--- src/rtl/wifi_pkg.sv ---
// Shared 802.11a transmit-chain constants: RATE codes, bits per subcarrier, subcarrier count.
package wifi_pkg;

    localparam int unsigned NSD     = 48;
    localparam int unsigned QAM_OW  = 4;
    localparam int unsigned NBPSC_W = 3;

    typedef logic [NBPSC_W-1:0] nbpsc_t;

    localparam nbpsc_t NBPSC_BPSK  = 3'd1;
    localparam nbpsc_t NBPSC_QPSK  = 3'd2;
    localparam nbpsc_t NBPSC_16QAM = 3'd4;
    localparam nbpsc_t NBPSC_64QAM = 3'd6;

    localparam logic [3:0] RATE_6  = 4'b1101;
    localparam logic [3:0] RATE_9  = 4'b1111;
    localparam logic [3:0] RATE_12 = 4'b0101;
    localparam logic [3:0] RATE_18 = 4'b0111;
    localparam logic [3:0] RATE_24 = 4'b1001;
    localparam logic [3:0] RATE_36 = 4'b1011;
    localparam logic [3:0] RATE_48 = 4'b0001;
    localparam logic [3:0] RATE_54 = 4'b0011;

    // Coded bits per subcarrier for a RATE field; unknown codes fall back to BPSK.
    function automatic nbpsc_t rate_to_nbpsc(input logic [3:0] rate);
        case (rate)
            RATE_6,  RATE_9:  return NBPSC_BPSK;
            RATE_12, RATE_18: return NBPSC_QPSK;
            RATE_24, RATE_36: return NBPSC_16QAM;
            RATE_48, RATE_54: return NBPSC_64QAM;
            default:          return NBPSC_BPSK;
        endcase
    endfunction

endpackage

--- src/rtl/qam_mapper_if.sv ---
// Bit stream in, complex subcarrier points out, between interleaver and IFFT stages.
interface qam_mapper_if #(
    parameter int unsigned OW = 4
);
    logic                 Start;
    logic [3:0]           Rate;
    logic                 x;
    logic                 x_valid;
    logic signed [OW-1:0] I;
    logic signed [OW-1:0] Q;
    logic                 Valid;
    logic [5:0]           Subc;
    logic                 Last;

    modport master (
        output Start, Rate, x, x_valid,
        input  I, Q, Valid, Subc, Last
    );

    modport slave (
        input  Start, Rate, x, x_valid,
        output I, Q, Valid, Subc, Last
    );
endinterface

--- src/rtl/qam_gray_lut.sv ---
// Combinational Gray mapping of one bit group (bits[0] = b0) to unnormalised I/Q levels.
module qam_gray_lut #(
    parameter int unsigned OW = 4
) (
    input  wifi_pkg::nbpsc_t     nbpsc,
    input  logic [5:0]           bits,
    output logic signed [OW-1:0] i_c,
    output logic signed [OW-1:0] q_c
);
    import wifi_pkg::*;

    // Single bit: 0 -> -1, 1 -> +1.
    function automatic logic signed [OW-1:0] gray1(input logic b);
        return b ? OW'(1) : OW'(-1);
    endfunction

    // Two-bit Gray axis for 16-QAM.
    function automatic logic signed [OW-1:0] gray2(input logic [1:0] b);
        case (b)
            2'b00:   return OW'(-3);
            2'b01:   return OW'(-1);
            2'b11:   return OW'(1);
            default: return OW'(3);
        endcase
    endfunction

    // Three-bit Gray axis for 64-QAM.
    function automatic logic signed [OW-1:0] gray3(input logic [2:0] b);
        case (b)
            3'b000:  return OW'(-7);
            3'b001:  return OW'(-5);
            3'b011:  return OW'(-3);
            3'b010:  return OW'(-1);
            3'b110:  return OW'(1);
            3'b111:  return OW'(3);
            3'b101:  return OW'(5);
            default: return OW'(7);
        endcase
    endfunction

    // Select the axis mapping by modulation order.
    always_comb begin
        i_c = '0;
        q_c = '0;
        case (nbpsc)
            NBPSC_QPSK: begin
                i_c = gray1(bits[0]);
                q_c = gray1(bits[1]);
            end
            NBPSC_16QAM: begin
                i_c = gray2({bits[0], bits[1]});
                q_c = gray2({bits[2], bits[3]});
            end
            NBPSC_64QAM: begin
                i_c = gray3({bits[0], bits[1], bits[2]});
                q_c = gray3({bits[3], bits[4], bits[5]});
            end
            default: begin
                i_c = gray1(bits[0]);
                q_c = '0;
            end
        endcase
    end

endmodule

--- src/rtl/qam_mapper.sv ---
// 802.11a subcarrier mapper: groups serial coded bits and emits one Gray-mapped point per subcarrier.
module qam_mapper #(
    parameter int unsigned NSD = wifi_pkg::NSD,
    parameter int unsigned OW  = wifi_pkg::QAM_OW
) (
    input  logic         Clk,
    input  logic         Reset,
    qam_mapper_if.slave  bus
);
    import wifi_pkg::*;

    localparam logic [0:0]  IDLE   = 1'b0;
    localparam logic [0:0]  ACTIVE = 1'b1;
    localparam int unsigned SUBC_W = 6;

    logic [0:0]           state_q, state_d;
    nbpsc_t               nbpsc_q, nbpsc_d, nbpsc_cur;
    nbpsc_t               bit_cnt_q, bit_cnt_d;
    logic [5:0]           sr_q, sr_d, group_c;
    logic [SUBC_W-1:0]    subc_cnt_q, subc_cnt_d;
    logic [SUBC_W-1:0]    subc_q, subc_d;
    logic signed [OW-1:0] i_q, i_d, q_q, q_d, lut_i, lut_q;
    logic                 valid_q, valid_d, last_q, last_d;
    logic                 accept, emit;

    // Rate is taken live while idle and frozen once a frame is running.
    always_comb begin
        nbpsc_cur = (state_q == IDLE) ? rate_to_nbpsc(bus.Rate) : nbpsc_q;
        accept    = bus.Start && bus.x_valid;
        group_c   = sr_q;
        group_c[bit_cnt_q] = bus.x;
        emit      = accept && (bit_cnt_q == nbpsc_cur - 3'd1);
    end

    qam_gray_lut #(.OW(OW)) u_lut (
        .nbpsc (nbpsc_cur),
        .bits  (group_c),
        .i_c   (lut_i),
        .q_c   (lut_q)
    );

    // Next-state: frame start/abort, bit collection and point emission.
    always_comb begin
        state_d    = state_q;
        nbpsc_d    = nbpsc_q;
        bit_cnt_d  = bit_cnt_q;
        sr_d       = sr_q;
        subc_cnt_d = subc_cnt_q;
        valid_d    = 1'b0;
        i_d        = i_q;
        q_d        = q_q;
        subc_d     = subc_q;
        last_d     = last_q;

        if (state_q == IDLE) begin
            if (accept) begin
                state_d = ACTIVE;
                nbpsc_d = nbpsc_cur;
            end
        end else if (!bus.Start) begin
            state_d    = IDLE;
            bit_cnt_d  = '0;
            sr_d       = '0;
            subc_cnt_d = '0;
        end

        if (accept) begin
            if (emit) begin
                valid_d    = 1'b1;
                i_d        = lut_i;
                q_d        = lut_q;
                subc_d     = subc_cnt_q;
                last_d     = (subc_cnt_q == SUBC_W'(NSD - 1));
                subc_cnt_d = (subc_cnt_q == SUBC_W'(NSD - 1)) ? '0 : subc_cnt_q + 6'd1;
                bit_cnt_d  = '0;
                sr_d       = '0;
            end else begin
                bit_cnt_d  = bit_cnt_q + 3'd1;
                sr_d       = group_c;
            end
        end
    end

    // State and output registers.
    always_ff @(posedge Clk or posedge Reset) begin
        if (Reset) begin
            state_q    <= IDLE;
            nbpsc_q    <= NBPSC_BPSK;
            bit_cnt_q  <= '0;
            sr_q       <= '0;
            subc_cnt_q <= '0;
            valid_q    <= 1'b0;
            i_q        <= '0;
            q_q        <= '0;
            subc_q     <= '0;
            last_q     <= 1'b0;
        end else begin
            state_q    <= state_d;
            nbpsc_q    <= nbpsc_d;
            bit_cnt_q  <= bit_cnt_d;
            sr_q       <= sr_d;
            subc_cnt_q <= subc_cnt_d;
            valid_q    <= valid_d;
            i_q        <= i_d;
            q_q        <= q_d;
            subc_q     <= subc_d;
            last_q     <= last_d;
        end
    end

    assign bus.I     = i_q;
    assign bus.Q     = q_q;
    assign bus.Valid = valid_q;
    assign bus.Subc  = subc_q;
    assign bus.Last  = last_q;

endmodule

--- src/flat_wrapper.sv ---
// flat-port wrapper written by rule: the top's interface ports become plain ports
module qam_mapper_flat import wifi_pkg::*;
#(
    parameter int unsigned NSD = wifi_pkg::NSD,
    parameter int unsigned OW  = wifi_pkg::QAM_OW
)
  (Clk, Reset, bus_Start, bus_Rate, bus_x, bus_x_valid, bus_I, bus_Q, bus_Valid, bus_Subc, bus_Last);
  qam_mapper_if #(.OW(OW)) bus_i ();
  input  logic Clk;
  input  logic Reset;
  input wire logic [$bits(bus_i.Start)-1:0] bus_Start;
  input wire logic [$bits(bus_i.Rate)-1:0] bus_Rate;
  input wire logic [$bits(bus_i.x)-1:0] bus_x;
  input wire logic [$bits(bus_i.x_valid)-1:0] bus_x_valid;
  output wire logic [$bits(bus_i.I)-1:0] bus_I;
  output wire logic [$bits(bus_i.Q)-1:0] bus_Q;
  output wire logic [$bits(bus_i.Valid)-1:0] bus_Valid;
  output wire logic [$bits(bus_i.Subc)-1:0] bus_Subc;
  output wire logic [$bits(bus_i.Last)-1:0] bus_Last;
  assign bus_i.Start = bus_Start;
  assign bus_i.Rate = bus_Rate;
  assign bus_i.x = bus_x;
  assign bus_i.x_valid = bus_x_valid;
  assign bus_I = bus_i.I;
  assign bus_Q = bus_i.Q;
  assign bus_Valid = bus_i.Valid;
  assign bus_Subc = bus_i.Subc;
  assign bus_Last = bus_i.Last;
  qam_mapper #(.NSD(NSD), .OW(OW)) u_core (.Clk(Clk), .Reset(Reset), .bus(bus_i));
endmodule
--- config.mk ---
export PLATFORM = sky130hd
export DESIGN_NAME = qam_mapper_flat
export DESIGN_NICKNAME = d
export VERILOG_FILES = /design/src/rtl/wifi_pkg.sv /design/src/rtl/qam_mapper_if.sv /design/src/rtl/qam_gray_lut.sv /design/src/rtl/qam_mapper.sv /design/src/flat_wrapper.sv
export SDC_FILE = /design/constraint.sdc
export NUM_CORES = 1
export LEC_CHECK = 0
export ABC_AREA = 1
export CORE_ASPECT_RATIO = 1.5
export CORE_UTILIZATION = 50
export DETAILED_ROUTE_END_ITERATION = 8
export GPL_TIMING_DRIVEN = 0
export PLACE_DENSITY = 0.76
export SYNTH_ARGS = -nofsm -noshare
export SYNTH_HDL_FRONTEND = slang
export SYNTH_SLANG_ARGS = --single-unit
export TNS_END_PERCENT = 5
--- constraint.sdc ---
create_clock -name Clk -period 2.6 [get_ports Clk]
set_input_delay 0.39 -clock Clk [delete_from_list [all_inputs] [get_ports Clk]]
set_output_delay 0.39 -clock Clk [all_outputs]
set_load 0.05 [all_outputs]
==> results of run 1 <==
[power by group through the flow]
stage	Combinational, mW	Sequential, mW	Clock, mW
global placement	1.32	0.791	0
global route	1.49	0.809	0.538
floorplan	0.715	1.08	0
finish	1.36	0.789	0.510
detailed placement	1.34	0.800	0
CTS	1.35	0.790	0.518
[flip-flops by register name (all words and copies together), names as in the netlist]
name and count:
u_core.sr_q 6, u_core.subc_cnt_q 6, u_core.bus.Subc 6, u_core.nbpsc_q 3, u_core.bus.Valid 1, u_core.bit_cnt_q 3, u_core.bus.Q 4, u_core.bus.I 4
u_core.bus.Last 1, u_core.state_q 1
[cell type report]
class	instances	area (um^2)
multi-input combinational	174	951
clock buffer	6	82.6
timing repair buffer	23	230
inverter	31	118
fill	320	1350
buffer	6	57.6
clock inverter	2	35.0
tap	43	53.8
sequential	35	877
[path summary, 6_finish.rpt]
check / endpoint / depth (start not counted) / from
max: u_core.bus.Subc[3] / 15 / bus_Rate[0]
min: u_core.bus.I[0] / 1 / u_core.bus.I[0]
max reg2reg: u_core.bus.Subc[3] / 13 / u_core.state_q
min reg2reg: u_core.bus.I[0] / 1 / u_core.bus.I[0]
max in group asynchronous: u_core.sr_q[1] / 2 / Reset
min in group asynchronous: u_core.bus.Subc[5] / 2 / Reset
[layer usage]
metal,vias to the layer above,routed length [um],GRT usage (%)
met5,-,0,0
li1,850,-,-
met1,789,1660,22.4
met2,32,2160,39.9
met4,0,113,11.1
met3,12,108,5.33
[through the flow]
stage	TNS [ps]	area, um^2	util, %	cells	hold WS [ps]
2_1_floorplan	0	2000	-	246	453
3_3_place_gp	-4720	2280	60.8	312	452
3_5_place_dp	-6150	2280	60.8	312	458
4_1_cts	0	2400	64.0	320	475
5_1_grt	0	2400	64.1	320	501
6_report	0	2400	64.1	320	467
[cells by family after synthesis]
group	after synthesis	share of synthesized area, %
multiplexers	1	0.564
AND/OR/NAND/NOR	124	28.1
XOR/XNOR	7	3.07
AO/OA/AOI/OAI	33	9.96
flip-flops	35	43.9
adder cells (fa/ha/maj)	9	5.64
buffers and inverters	37	8.77
[layout by cell type, fill, tap and decap left out, drive strengths merged]
cell	instances
nor3	1
mux2	1
xnor2	5
clkbuf	6
nand3	20
nand4	5
o22ai	6
o211ai	1
nand3b	1
inv	30
ha	9
xor2	2
clkinv	2
dfstp	1
or2	3
bufinv	1
nand2	79
clkdlybuf4s50	23
nor2	15
dfrtp	34
o21ai	18
o21a	2
buf	6
a21oi	6
[worst max-delay path: stages]
cell and delay, ps:
clkdlybuf4s50_1 470, nand2_1 100, inv_2 70, nor2_1 40
a21oi_2 150, inv_1 60, ha_1 190, ha_1 300
xor2_1 150, nor2_2 160, nand4_4 210, clkinv_2 120
buf_6 140, nand2_1 60, nand2_1 70
[repair_timing]
action / CTS / global route
resized for setup: 0 / 3
endpoints found under the setup margin: 0 / 27
endpoints found under the hold margin: 0 / 0
==> reports/metrics.yaml, run 1 <==
status: "finished, final reports clean"
finClkSkew_ps: 4.35
ys_warn_count: 0
postSynthAreaPerCell_um2: 8.12
drtIter0Drc: 43
gr-usage-all-layers_pct: 22.1
grt-ovfl-total: 0
required_ps: 2830
p_switching_mw: 1.17
setup_slack_ps: 151
num_vias: 1683
wirelength_um: 4040
pre_cts_slack_ps: -245
ys_types: 32
grt_max_degree: 36
core-area_um2: 3750
arrival_ps: 2680
r2r_slack_ps: 340
cts_tree: "yes"
cts.sinks: 35
cts_setup_buffers: 0
syn_nets: 264
via_per_inst: 5.26
syn_area_um2: 2000
vdd_ir_drop_max_mv: 0.784
h-tree-depth: 2
hp-class: "reg -> reg"
crit_type: "in -> reg"
leakage_nw: 1.22
fin_crit_sh_pct: 94.2
synthCells: 246
yosysTopAreaCell: "dfrtp_1"
cellPowerDensity_nw_per_um2: 1100
area_growth_syn_to_layout_pct: 20.4
post-synth-top-area-fraction_pct: 42.6
fp.dieH_um: 79.4
yosysMostFrequentCell: "nand2_1"
async_flop_share_pct: 100
drc: 0
hold_viol: 0
antenna_found_initial: 0
drv_cap: 0
die_x_um: 53.6
maxSlewHeadroom_pct: 51.9
fmax_ghz: 0.408
pwr-share-clk_pct: 19.2
pwr-share-seq_pct: 29.7
rsz0062_at_grt: "false"
worstMarginPinSlew_ps: 720
cts_made_buffers: 5
ys_top_cells_by_area: "dfrtp_1, nand2_1, ha_1, inv_1, nand3_1"
synth_seq_cells: 35
antennaDiodeCount: 0
drv_slew: 0
portBuffers: 23
fin_nets: 294
ios: 25
critPathMaxFanout: 10
ys_seq_area_share_pct: 43.9
ant_nets: 0
grt_pass1_wl_um: 6890
num_rows: 27
p_comb_share_pct: 51.1
first_pass_iters: 4
clkLatencyLatePin_ps: 290
cts-root-buf: "clkbuf_8"
clockBufferDepth: 2
end_kind: "register"
cts_hold_buf: 0
p_int_mw: 1.49
cp-start-kind: "primary input"
yosys_most_used_dff: "dfrtp_1"
cts.clk_slew.worst_paths_ps: 70
initial_core_util_pct: 53.3
synth_edf_count: 0
dieArea_um2: 4260
synth_common_cells: "nand2_1, dfrtp_1, inv_1"
layout-drive-gt1-share_pct: 13.7
power_mw: 2.65
grt_pass1_vias: 1649
gp_congestion: 0.847
fin_crit_ps: 2450
wl_per_cell_um: 12.6
swShare_pct: 43.9
setup_viol: 0
hpwl_um: 3010
Power figures use the tool's default switching activity.
==> inputs of run 2 (changes only) <==
--- a/config.mk
+++ b/config.mk
@@ -5,7 +5,6 @@
 export SDC_FILE = /design/constraint.sdc
 export NUM_CORES = 1
 export LEC_CHECK = 0
-export ABC_AREA = 1
 export CORE_ASPECT_RATIO = 1.5
 export CORE_UTILIZATION = 50
 export DETAILED_ROUTE_END_ITERATION = 8
==> constraint.sdc (replaced) <==
create_clock -name Clk -period 2.9 [get_ports Clk]
set_input_delay 0.435 -clock Clk [delete_from_list [all_inputs] [get_ports Clk]]
set_output_delay 0.435 -clock Clk [all_outputs]
set_load 0.05 [all_outputs]
==> run 2 against run 1 <==
  * Die area unchanged
  * Combinational power decreased by 15%
  * Largest power group unchanged
  * Via count decreased by 4.5%
  * Cell area increased by 5.3%
  * Critical endpoint is now u_core.bit_cnt_q[2]
  * Highest routed layer unchanged
  * Sequential power decreased by 8.6%
  * Sequential share of layout area decreased by 1.8 points
==> reports/metrics.yaml, run 2 <==
ant_nets: 0  # unchanged
first_pass_iters: 4  # unchanged
cts_hold_buf: 0  # unchanged
setup_slack_ps: 115  # -36.3 ps
core-area_um2: 3750  # unchanged
wl_per_cell_um: 15.6  # +24%
drtIter0Drc: 20  # -53%
syn_nets: 212  # -20%
pre_cts_slack_ps: -440  # -196 ps
h-tree-depth: 2  # unchanged
cp_top_family: "buffers and inverters"
cp-start-kind: "primary input"
clkLatencyLatePin_ps: 290  # about the same
ys_types: 46  # +44%
die_x_um: 53.6  # unchanged
cts_made_buffers: 5  # unchanged
end_kind: "register"
postSynthAreaPerCell_um2: 10.3  # +27%
syn_area_um2: 2000  # unchanged
gp_congestion: 0.815  # -3.8%
dieArea_um2: 4260  # unchanged
async_flop_share_pct: 100  # unchanged
synth_edf_count: 0  # unchanged
critPathMaxFanout: 4  # -6
leakage_nw: 1.13  # -7.5%
critPathSlowestCell: "clkdlybuf4s50_1"
instances_no_fill: 274  # -14%
yosysTopAreaCell: "dfrtp_1"
layout-drive-gt1-share_pct: 17.3  # +3.6 points
drc: 0  # unchanged
cts.sinks: 35  # unchanged
p_switching_mw: 0.941  # -19%
layout_common_cells: "dfrtp_1, clkdlybuf4s50_1, nand2_1, o21ai_0, mux2_2"
place_inst: 260  # -17%
antenna_found_initial: 0  # unchanged
fin_crit_ps: 2780
maxSlewHeadroom_pct: 52.2  # +0.26 points
grt_pass1_vias: 1553  # -5.8%
post-synth-top-area-fraction_pct: 42.6  # unchanged
ys_top_cells_by_area: "dfrtp_1, mux2_2, ha_1, o21ai_0, nand2_1"
path_buf_inv: 3  # -2
ys_warn_count: 0  # unchanged
cts.clk_slew.worst_paths_ps: 70  # about the same
via_per_inst: 5.86  # +12%
setup_viol: 0  # unchanged
fmax_ghz: 0.359
drv_slew: 0  # unchanged
cts_tree: "yes"
area_growth_syn_to_layout_pct: 26.8
hold_viol: 0  # unchanged
grt_pass1_wl_um: 6960  # +1.0%
drv_cap: 0  # unchanged
critical-path-max-stage-delay_ps: 410  # -60 ps
pwr-share-seq_pct: 30.2  # +0.5 points
fin_nets: 248  # -16%
fin_crit_sh_pct: 96.0
grt_max_degree: 36  # unchanged
wirelength_um: 4270  # +5.8%
cts-root-buf: "clkbuf_8"
cellPowerDensity_nw_per_um2: 944  # -14%
hp-class: "in -> reg"
worstMarginPinSlew_ps: 716  # -3.88 ps
initial_core_util_pct: 53.3  # unchanged
status: "finished, final reports clean"
p_comb_share_pct: 48.2  # -2.9 points
synth_seq_cells: 35  # unchanged
swShare_pct: 39.3  # -4.6 points
ios: 25  # unchanged
arrival_ps: 2990  # +310 ps
yosysMostFrequentCell: "dfrtp_1"
rsz0062_at_grt: "false"
finClkSkew_ps: 4.75  # +0.398 ps
path_cells: "clkdlybuf4s50_1, a21bo_1, mux2_4, inv_2, ha_4, ha_4, xnor2_1, and3_1, mux2_4, buf_8, or3_1, a31oi_1"
vdd_ir_drop_max_mv: 0.735  # -6.2%
portBuffers: 23  # unchanged
ys_seq_area_share_pct: 43.9  # unchanged
p_int_mw: 1.45  # -2.6%
hpwl_um: 2980  # -0.84%
fp.dieH_um: 79.4  # unchanged
num_vias: 1607  # -4.5%
clockBufferDepth: 2  # unchanged
synth_common_cells: "dfrtp_1, nand2_1, o21ai_0"
yosys_most_used_dff: "dfrtp_1"
layout_commonest_cell: "dfrtp_1"
required_ps: 3110  # +280 ps
pwr-share-clk_pct: 21.7  # +2.5 points
gr-usage-all-layers_pct: 22.4  # +0.27 points
antennaDiodeCount: 0  # unchanged
synthCells: 194  # -21%
grt-ovfl-total: 0  # unchanged
crit_type: "in -> reg"
num_rows: 27  # unchanged
-- run 2: cell type report --
class                      count  area (um^2)
fill                         315         1220
multi-input combinational    139         1070
sequential                    35          877
timing repair buffer          29          294
clock buffer                   6         72.6
clock inverter                 2         60.1
buffer                         7         57.6
tap                           43         53.8
inverter                      13         51.3
-- run 2: tightest hold or removal path: stages --
cell            delay, ps
dlymetal6s2s_1        120
or2b_1                110
o21ai_0                60
-- run 2: routing by layer --
| metal | vias to the layer above | share of wire, % | global-route usage, % |
|---|---|---|---|
| met4 | 0 | 2.2 | 11.8 |
| met1 | 785 | 42 | 26.0 |
| met2 | 42 | 53 | 36.8 |
| met5 | - | 0 | 0 |
| li1 | 771 | - | - |
| met3 | 9 | 3.3 | 5.14 |
-- run 2: worst paths after layout --
path / start / to / slack [ps] / depth (start not counted)
max in group asynchronous: Reset / u_core.sr_q[4] / 1850 / 2
min: bus_Rate[2] / u_core.nbpsc_q[2] / 480 / 3
max: bus_Rate[3] / u_core.bit_cnt_q[2] / 120 / 12
min reg2reg: u_core.sr_q[2] / u_core.sr_q[2] / 480 / 2
max reg2reg: u_core.state_q / u_core.bit_cnt_q[2] / 260 / 10
min in group asynchronous: Reset / u_core.subc_cnt_q[3] / 590 / 2
-- run 2: power groups by stage --
stage          Combinational (mW)  Clock [mW]  Sequential (mW)
6_report                     1.15       0.518            0.721
5_1_grt                      1.24       0.550            0.740
4_1_cts                      1.10       0.531            0.719
2_1_floorplan               0.525           0            0.978
3_5_place_dp                 1.08           0            0.727
3_3_place_gp                 1.07           0            0.722
-- run 2: timing repair --
item	in CTS	in global routing
pin swaps	1	4
gates cloned	0	1
setup buffers	0	5
gates resized for setup	6	8
setup endpoints to repair	14	19
-- run 2: logic make-up after synthesis --
logic type	Yosys count	share of synthesized area, %
compound gates	45	14.3
xor+xnor	5	2.88
fa+ha+maj	9	5.64
buf+inv	20	4.76
flops	35	43.9
mux	20	11.5
simple gates	60	17.0
-- run 2: through the flow --
stage	hold slack [ps]	power [mW]	cell area, um^2	TNS [ps]	utilization [%]
finish	480	2.39	2530	0	67.5
CTS	488	2.35	2430	0	64.7
global placement	450	1.79	2280	-7420	60.8
detailed placement	472	1.81	2280	-8440	60.8
global route	502	2.53	2530	0	67.5
floorplan	442	1.50	2000	0	-
==> inputs of run 3 (changes only) <==
--- a/config.mk
+++ b/config.mk
@@ -6,10 +6,10 @@
 export NUM_CORES = 1
 export LEC_CHECK = 0
 export CORE_ASPECT_RATIO = 1.5
-export CORE_UTILIZATION = 50
+export CORE_UTILIZATION = 35
 export DETAILED_ROUTE_END_ITERATION = 8
 export GPL_TIMING_DRIVEN = 0
-export PLACE_DENSITY = 0.76
+export PLACE_DENSITY = 0.58
 export SYNTH_ARGS = -nofsm -noshare
 export SYNTH_HDL_FRONTEND = slang
 export SYNTH_SLANG_ARGS = --single-unit
==> run 3 against run 2 <==
  * Clock power shrank 31%
  * Count of clock-buffer cells in the layout shrank 1
  * Via count shrank 4.5%
  * Fmax shrank 1.7%
  * Register-to-register slack lost 30 ps
  * Wire length shrank 1.2%
==> reports/metrics.yaml, run 3 (synthesis results as in run 2) <==
r2r_start: "u_core.state_q"
layout_common_cells: "dfrtp_1, clkdlybuf4s50_1, nand2_1, o21ai_0, mux2_2"
gp_congestion: 0.766  # -6.0%
ant_nets: 0  # unchanged
fp.dieH_um: 94.5  # +19%
drv_slew: 0  # unchanged
arrival_ps: 3020  # +30 ps
grt-ovfl-total: 0  # unchanged
cts_tree: "yes"
hp-class: "in -> reg"
core-area_um2: 5490  # +46%
clkLatencyLatePin_ps: 290  # about the same
portBuffers: 23  # unchanged
power_mw: 2.19  # -8.2%
hold_viol: 0  # unchanged
dieArea_um2: 6020  # +41%
num_rows: 33  # +22%
fin_nets: 245  # -1.2%
wl_per_cell_um: 14.2  # -9.2%
grt_pass1_vias: 1499  # -3.5%
rsz0062_at_grt: "false"
required_ps: 3080  # -30 ps
fin_crit_sh_pct: 97.7  # +1.6 points
hpwl_um: 3070  # +2.9%
whs_ps: 475  # -5.75 ps
area_growth_syn_to_layout_pct: 24.2
setup_tns_ps: 0  # unchanged
grt_max_degree: 36  # unchanged
vdd_ir_drop_max_mv: 0.353  # -52%
wirelength_um: 4220  # -1.2%
cellPowerDensity_nw_per_um2: 885  # -6.3%
r2r_slack_ps: 230  # -30 ps
r2r_end: "u_core.bus.Subc[0]"
maxSlewHeadroom_pct: 51.0  # -1.2 points
critPathMaxFanout: 5  # +1
reg2reg_depth: 10  # unchanged
pre_cts_slack_ps: -437  # +3.10 ps
via_per_inst: 5.15  # -12%
drc: 0  # unchanged
die_x_um: 63.7  # +19%
grt_pass1_wl_um: 7070  # +1.5%
gr-usage-all-layers_pct: 15.5  # -6.9 points
place_inst: 287  # +10%
layout-drive-gt1-share_pct: 16.7  # -0.65 points
initial_core_util_pct: 36.4  # -17 points
antennaDiodeCount: 0  # unchanged
cts_made_buffers: 5  # unchanged
crit_type: "in -> reg"
worstHoldPathCells: 3  # unchanged
setup_viol: 0  # unchanged
drtIter0Drc: 55  # +180%
fin_crit_ps: 2830  # +47.1 ps
num_vias: 1535  # -4.5%
finClkSkew_ps: 7.57  # +2.82 ps
antenna_found_initial: 0  # unchanged
h-tree-depth: 2  # unchanged
status: "finished, final reports clean"
cts.clk_slew.worst_paths_ps: 80  # about the same
clockBufferDepth: 2  # unchanged
layout_commonest_cell: "dfrtp_1"
end_kind: "register"
cp-start-kind: "primary input"
first_pass_iters: 4  # unchanged
hold_end: "u_core.nbpsc_q[2]"
cts-root-buf: "clkbuf_8"
instances_no_fill: 298  # +8.8%
fmax_ghz: 0.353  # -1.7%
cts.sinks: 35  # unchanged
leakage_nw: 1.09  # -3.8%
setup_slack_ps: 68.1  # -47.1 ps
drv_cap: 0  # unchanged
worstMarginPinSlew_ps: 734  # +18.2 ps
worstHoldStart: "bus_Rate[2]"
ios: 25  # unchanged
-- run 3: worst max path at each step --
| stage | startpoint | to | slack (ps) | cells past startpoint |
|---|---|---|---|---|
| 6_report | bus_Rate[3] | u_core.bus.Subc[0] | 70 | 12 |
| 5_1_grt | bus_Rate[3] | u_core.bus.Subc[0] | 0.8 | 12 |
| 4_1_cts | bus_Rate[2] | u_core.bus.Subc[0] | 30 | 12 |
| 3_5_place_dp | bus_Rate[0] | u_core.bus.Subc[0] | -440 | 12 |
| 3_3_place_gp | bus_Rate[0] | u_core.bus.Subc[1] | -450 | 12 |
| 2_1_floorplan | bus_Rate[0] | u_core.bus.Subc[0] | 260 | 11 |
-- run 3: critical path, cell delays in order --
cell	delay, ps
clkdlybuf4s50_1	420
a21bo_1	190
mux2_4	310
inv_2	70
ha_2	150
ha_1	230
xnor2_1	130
and3_1	200
mux2_4	310
nand2_8	110
buf_8	120
mux2_2	320
-- run 3: where the power goes --
part | switching, mW | total (mW) | internal, mW
Sequential | 0.0933 | 0.716 | 0.623
Combinational | 0.656 | 1.12 | 0.468
Clock | 0.188 | 0.355 | 0.167
Total | 0.936 | 2.19 | 1.26
-- run 3: stage by stage --
| stage | util, % | area (um^2) |
|---|---|---|
| final | 45.2 | 2480 |
| after global placement | 42.2 | 2310 |
| after CTS | 44.0 | 2410 |
| after detailed placement | 42.2 | 2310 |
| after floorplan | - | 2000 |
| after global routing | 45.2 | 2480 |
-- run 3: metal layers --
metal	vias up	global-route usage [%]	share of wire, %
li1	764	-	-
met1	741	18.0	45
met2	23	26.8	50
met3	7	2.90	2.6
met4	0	7.95	2.2
met5	-	0	0
-- run 3: final cells by class --
cell class / instances / area, um^2
fill: 525 / 3010
clock buffer: 5 / 68.8
multi-input combinational: 139 / 1050
timing repair buffer: 26 / 272
tap: 70 / 87.6
inverter: 13 / 51.3
clock inverter: 3 / 20.0
buffer: 7 / 57.6
sequential: 35 / 877
-- run 3: timing repair --
action	CTS	global route
resized for setup	5	8
cloned	0	1
hold buffers	0	0
setup endpoints to repair	14	20
endpoints found under the hold margin	0	0
pin swaps	0	3
setup buffers	0	2
